## src/rtl/ram_t0_arbiter.sv

```systemverilog
// Two-requester, burst-bounded round-robin arbiter for the single-port tensor RAM ram_t0.
// Grants are combinational from the valids; read data returns one cycle later with a per-requester valid.
`ifndef ADDR_SIZE
`define ADDR_SIZE 16
`endif
`ifndef DATA_WIDTH
`define DATA_WIDTH 32
`endif

module ram_t0_arbiter #(
    parameter int unsigned ADDR_W    = `ADDR_SIZE,
    parameter int unsigned DATA_W    = `DATA_WIDTH,
    parameter int unsigned BURST_MAX = 4
) (
    input  logic              clka,
    input  logic              rst,

    input  logic              req0_valid,
    input  logic              req0_we,
    input  logic [ADDR_W-1:0] req0_addr,
    input  logic [DATA_W-1:0] req0_wdata,
    output logic              req0_ready,
    output logic              rsp0_valid,

    input  logic              req1_valid,
    input  logic              req1_we,
    input  logic [ADDR_W-1:0] req1_addr,
    input  logic [DATA_W-1:0] req1_wdata,
    output logic              req1_ready,
    output logic              rsp1_valid,

    output logic [DATA_W-1:0] rsp_data,

    output logic              ram_ena,
    output logic              ram_wea,
    output logic [ADDR_W-1:0] ram_addra,
    output logic [DATA_W-1:0] ram_dina,
    input  logic [DATA_W-1:0] ram_douta
);

    localparam logic [3:0] BURST_LIM = 4'(BURST_MAX);

    logic       owner;
    logic [3:0] cnt;
    logic [1:0] rd_pend;

    logic       gnt_any_c;
    logic       gnt_sel_c;
    logic       gnt_read_c;

    // Grant selection: a lone requester always wins; under contention the owner keeps the port until its burst is spent.
    always_comb begin
        gnt_any_c = 1'b0;
        gnt_sel_c = 1'b0;
        if (!rst) begin
            unique case ({req1_valid, req0_valid})
                2'b01: begin
                    gnt_any_c = 1'b1;
                    gnt_sel_c = 1'b0;
                end
                2'b10: begin
                    gnt_any_c = 1'b1;
                    gnt_sel_c = 1'b1;
                end
                2'b11: begin
                    gnt_any_c = 1'b1;
                    gnt_sel_c = (cnt >= BURST_LIM) ? ~owner : owner;
                end
                default: begin
                    gnt_any_c = 1'b0;
                    gnt_sel_c = 1'b0;
                end
            endcase
        end
    end

    // RAM port mux; all command fields are zero when nothing is granted.
    always_comb begin
        ram_ena   = gnt_any_c;
        ram_wea   = 1'b0;
        ram_addra = '0;
        ram_dina  = '0;
        if (gnt_any_c) begin
            ram_wea   = gnt_sel_c ? req1_we    : req0_we;
            ram_addra = gnt_sel_c ? req1_addr  : req0_addr;
            ram_dina  = gnt_sel_c ? req1_wdata : req0_wdata;
        end
    end

    assign gnt_read_c = gnt_any_c & ~ram_wea;

    assign req0_ready = gnt_any_c & ~gnt_sel_c;
    assign req1_ready = gnt_any_c &  gnt_sel_c;

    // Responses are suppressed while reset is held so a read issued just before reset never returns.
    assign rsp0_valid = rd_pend[0] & ~rst;
    assign rsp1_valid = rd_pend[1] & ~rst;
    assign rsp_data   = ram_douta;

    // Owner/burst tracking and read-return flags; idle cycles leave owner and cnt untouched.
    always_ff @(posedge clka) begin
        if (rst) begin
            owner   <= 1'b0;
            cnt     <= 4'd0;
            rd_pend <= 2'b00;
        end else begin
            rd_pend <= {gnt_read_c & gnt_sel_c, gnt_read_c & ~gnt_sel_c};
            if (gnt_any_c) begin
                if (gnt_sel_c == owner) begin
                    if (cnt < BURST_LIM) begin
                        cnt <= cnt + 4'd1;
                    end
                end else begin
                    owner <= gnt_sel_c;
                    cnt   <= 4'd1;
                end
            end
        end
    end

endmodule

```

## config.mk

```make
export PLATFORM = sky130hd
export DESIGN_NAME = ram_t0_arbiter
export DESIGN_NICKNAME = d
export VERILOG_FILES = /design/src/rtl/ram_t0_arbiter.sv
export SDC_FILE = /design/constraint.sdc
export NUM_CORES = 1
export LEC_CHECK = 0
export ABC_CLOCK_PERIOD_IN_PS = 1700
export CORE_MARGIN = 4
export CORE_UTILIZATION = 19
export CTS_BUF_LIST = sky130_fd_sc_hd__clkbuf_4 sky130_fd_sc_hd__clkbuf_8
export DETAILED_ROUTE_END_ITERATION = 7
export GPL_TIMING_DRIVEN = 0
export PLACE_DENSITY = 0.91
export RECOVER_POWER = 50
export SLEW_MARGIN = 25
export SYNTH_ARGS = -nofsm -noshare
export SYNTH_HDL_FRONTEND = slang
export SYNTH_SLANG_ARGS = --single-unit
```

## constraint.sdc

```tcl
create_clock -name clka -period 1.7 [get_ports clka]
set_input_delay 0.17 -clock clka [delete_from_list [all_inputs] [get_ports clka]]
set_output_delay 0.17 -clock clka [all_outputs]
set_load 0.05 [all_outputs]
```

; Word-level counts from Yosys, hierarchy flattened
; Index checks and enable logic that the tools add are counted.
[op_classes]
n_addsub = 1
n_lt_le_gt_ge = 2
eq_ne = 5
muxes = 13
n_bitwise = 12
reduce_logical = 3
[ops]
columns = cell, n
row1 = $mux W32, 2
row2 = $mux W16, 2
row3 = $mux W4, 2
row4 = $and A1 B1 Y1, 7
row5 = $mux W1, 6
row6 = $not A1 Y1, 5
row7 = $add A4 B1 Y4 const B, 1
row8 = $eq A2 B2 Y1 const B, 2
row9 = $ge A4 B3 Y1 const B, 1
row10 = $lt A4 B3 Y1 const B, 1
row11 = $reduce_and A2 Y1, 2
row12 = $reduce_or A3 Y1, 1
row13 = $eq A2 B1 Y1 const B, 1
row14 = $ne A2 B1 Y1 const B, 1
row15 = $pmux W1 S2, 1
row16 = $eq A1 B1 Y1, 1
[totals]
register_bits = 7
inputBits = 134
out_inout_bits = 86
wordCells = 39

; Depth between registers and ports, before layout
[depth]
ltp_word = 9
ltp_mapped = 7
ltp_nobuf = 4

; Worst setup path after synthesis
; No wires, ideal clock.
[synth_path]
kind = reg-to-output
startpoint = register owner
endpoint = output ram_wea
arrival_time_ns = 2.415
t_required_ns = 1.530
path_slack_ns = -0.885
stages_incl_launch_ff = 7
path_cell_list = dfxtp_1 -> buf_6 -> or4b_1 -> o211a_1 -> buf_6 -> buf_6 -> o21ai_0
[synth_via]
elab_chain_len = 6
[synth_lines]
columns = element, line_no
row1 = from (decl), 43  ; logic owner;
row2 = from (signal assigned), 114  ; owner <= gnt_sel_c;
row3 = $not A1 Y1, 67  ; gnt_sel_c = (cnt >= BURST_LIM) ? ~owner : owner;
row4 = $mux W1 (*), 67
row5 = $pmux W1 S2 (*), 56  ; unique case ({req1_valid, req0_valid})
row6 = $mux W1 (*), 55  ; if (!rst) begin
row7 = $mux W1 (*), 84  ; ram_wea = gnt_sel_c ? req1_we : req0_we;
row8 = $mux W1 (*), 83  ; if (gnt_any_c) begin
row9 = to (decl), 35  ; output logic ram_wea,
; Every way passes the cells marked *; elsewhere a longest branch is shown, timed or not.

; Worst setup path after layout
[layout_path]
startpoint = register owner
endpoint = output ram_addra[1]
[layout_via]
elab_chain_len = 6
[layout_lines]
columns = element, line_no
row1 = $not A1 Y1, 67
row2 = $mux W1 (*), 67
row3 = $pmux W1 S2 (*), 56
row4 = $mux W1 (*), 55
row5 = $mux W16 (*), 85  ; ram_addra = gnt_sel_c ? req1_addr : req0_addr;
row6 = $mux W16 (*), 83
row7 = to (decl), 36  ; output logic [ADDR_W-1:0] ram_addra,
; Marked as above.

==> impl_metrics.ini <==
[setup_path]
worstPathRequired_ps = 1530
setup.worst_path.end_class = output port
timing.rr.start = cnt[2]
critical_path_arrival_ps = 1990
r2r_cells = 6
critical_path_class = reg2out
reg_to_reg_setup_timing_slack_ps = 90
critical_path.max_fanout = 10
critPathLaunchType = register
worst_r2r_endpoint = owner

[detailed_routing]
total_number_of_vias = 1885
finalWirelength_mm = 7.44
drtPass1Iterations = 4
detail_route.wl_per_cell_um = 18.0
drt-initial-drc-count = 36
vias_per_cell = 4.55
remaining_drc_errors = 0
antenna_left = 0

[synth]
synth_seq_cells = 7
synth.cell_area_um2 = 1170
mean_post_synth_cell_area_um2 = 8.26
synth.distinct_cells = 28
ys.warnings.count = 0
synthCells = 142
syn_nets = 277
netlist.top_cell.by_area = a22o_1
synth-seq-area-share_pct = 12.0
post-synth-top-area-fraction_pct = 35.9
post_synth_main_area_contributors = a22o_1 36%, buf_4 21%, dfxtp_1 12%, buf_6 6.7%, nor2b_1 2.7%

[placement]
detailedPlacementHpwl_mm = 6.01
place.port_buffers = 184
postPlaceCellArea_um2 = 3530
gp_congestion = 0.803
dpl.cell_count = 401

[cts]
clkSlewWorstSetupHoldPaths_ps = 50
clock_tree_from_tritoncts = built
clock_root_buffer = clkbuf_8
worst_skew_pair.late_latency_ps = 230
maximum_level_of_the_cts_h_tree = 1
cts_buffer_depth = 2
numCtsBuffers = 3
tritoncts_num_sinks = 7
hold_buf_cts = 0

[grt]
grt_max_degree = 11
grt_remaining_overflow = 0
global_route.usage.total_pct = 17.8
wire_length_of_the_first_global_routing_pass_mm = 10.6
first_global_vias = 2106
antenna_found_initial = 0

[cells_and_area]
insertedDiodeCount = 0
stdcell_count = 414
post-route-cell-area_um2 = 3910
nNetsFinal = 475
final_layout_size_suffix_gt1_share_pct = 48.7
syn2layout_area_growth_pct = 234

[power_and_ir_drop]
cellPowerDensity_nw_per_um2 = 473
maximum_vdd_drop_uv = 658
design_power_total_mw = 1.85
power_leakage_nw = 1.82

[min_path]
min_delay_worst_endpoint = owner
worst_hold_startpoint = req0_valid
hold_path_depth = 3
holdCritPathClass = in2reg

[die]
floorplan.initialDensity_pct = 19.7
die_y_um = 86.6
fp-row-count = 28
dieWidth_um = 86.6
coreArea_um2 = 5960
design.portCount = 220
fp.dieArea_um2 = 7490

[sta]
fin_skew_ps = 7.00
hold_violations = 0
slew_headroom_pct = 65.0
finalSetupViolCount = 51
grt_setup_unrepaired = yes
slew_viol_final = 0
worst_pin_slew_ps = 523
period_needed_ps = 2160
max_freq_ghz = 0.463
finalCritPeriodShare_pct = 127
final.hold.worst_slack_ps = 293
final_critical_path_setup_slack_ps = -461

[run_status]
result_of_the_run = finished with violations
failed_checks = negative setup slack

[job]
maxCapViolations = 0
## cell usage after synthesis (all sizes together)
cell,n
a211oi,2
a21o,1
a21oi,2
a22o,48
a31oi,2
a32o,1
a41oi,1
buf,45
clkbuf,2
dfxtp,7
ha,1
inv,3
mux2i,2
nand2,5
nand2b,1
nor2,4
nor2b,5
nor3,2
nor3b,1
o211a,1
o21ai,2
o21bai,1
or2,1
or4b,1
xnor2,1
## how the worst max path moves through the flow
stage | startpoint | to | slack (ps)
2_1_floorplan | owner | ram_wea | -80
3_3_place_gp | cnt[2] | ram_addra[1] | -940
3_5_place_dp | cnt[2] | ram_addra[1] | -990
4_1_cts | cnt[2] | ram_dina[12] | -450
5_1_grt | owner | ram_addra[13] | -490
6_report | owner | ram_addra[1] | -460
## metal layers
metal / global-route usage, % / share of wire (%) / vias to the layer above
met5: 0 / 0 / -
met4: 2.12 / 0.95 / 0
met3: 5.42 / 9.0 / 8
met2: 35.7 / 57 / 104
met1: 18.3 / 33 / 875
li1: - / - / 898
## worst max-delay path, cell delays in order (launching register included)
cell     delay [ps]
dfxtp_4         340
or4b_4          540
o211a_4         180
buf_12          150
buf_12          150
a22o_4          240
buf_8           150
## state kept, by name, summed over array words and instances (netlist names)
| register | cells |
|---|---|
| rd_pend | 2 |
| owner | 1 |
| cnt | 4 |
## cell usage in the layout (no fill, tap or decap), types with 3 or more instances in the layout
master,n
a22o_4,47
buf_12,8
buf_4,44
buf_6,44
buf_8,5
clkbuf_16,3
clkbuf_8,3
clkdlybuf4s50_1,111
dfxtp_1,5
dlygate4sd3_1,20
inv_1,3
nand2_1,4
nor2_1,4
nor2b_1,5
## report_power, final
| group | internal [mW] | switching, mW |
|---|---|---|
| sequential | 0.174 | 0.00657 |
| clock | 0.159 | 0.0796 |
| combinational | 0.699 | 0.730 |
| total | 1.03 | 0.816 |
## repair_timing
action | 4_1_cts | 5_1_grt
endpoints found under the setup margin | 53 | 53
setup buffers | 6 | 0
resized for setup | 382 | 10
gates cloned | 1 | 3
pin swaps | 2 | 2
## layout make-up
type,count,area [um^2]
Tap cell,75,93.8
Clock buffer,3,41.3
Sequential cell,7,145
Fill cell,468,2040
Buffer,46,413
Timing Repair Buffer,194,2090
Inverter,3,11.3
Clock inverter,1,5.00
Multi-Input combinational cell,85,1110
## logic make-up after synthesis
group	Yosys count	synth area share, %
AOI/OAI and AO/OA	61	44.0
buffers and inverters	50	31.6
adders and majority gates	1	1.07
DFF	7	12.0
xor gates and xnor gates	1	0.747
muxes	2	1.71
and+or+nand+nor	20	8.97
## through the flow
| stage | TNS [ps] | setup WS [ps] | util, % |
|---|---|---|---|
| final | -22280 | -461 | 65.7 |
| after global routing | -23920 | -489 | 65.7 |
| after CTS | -21830 | -453 | 63.7 |
| after detailed placement | -45870 | -988 | 59.3 |
| after global placement | -43390 | -943 | 59.3 |
| after floorplan | -2720 | -83.2 | - |
Power figures use the tool's default switching activity.
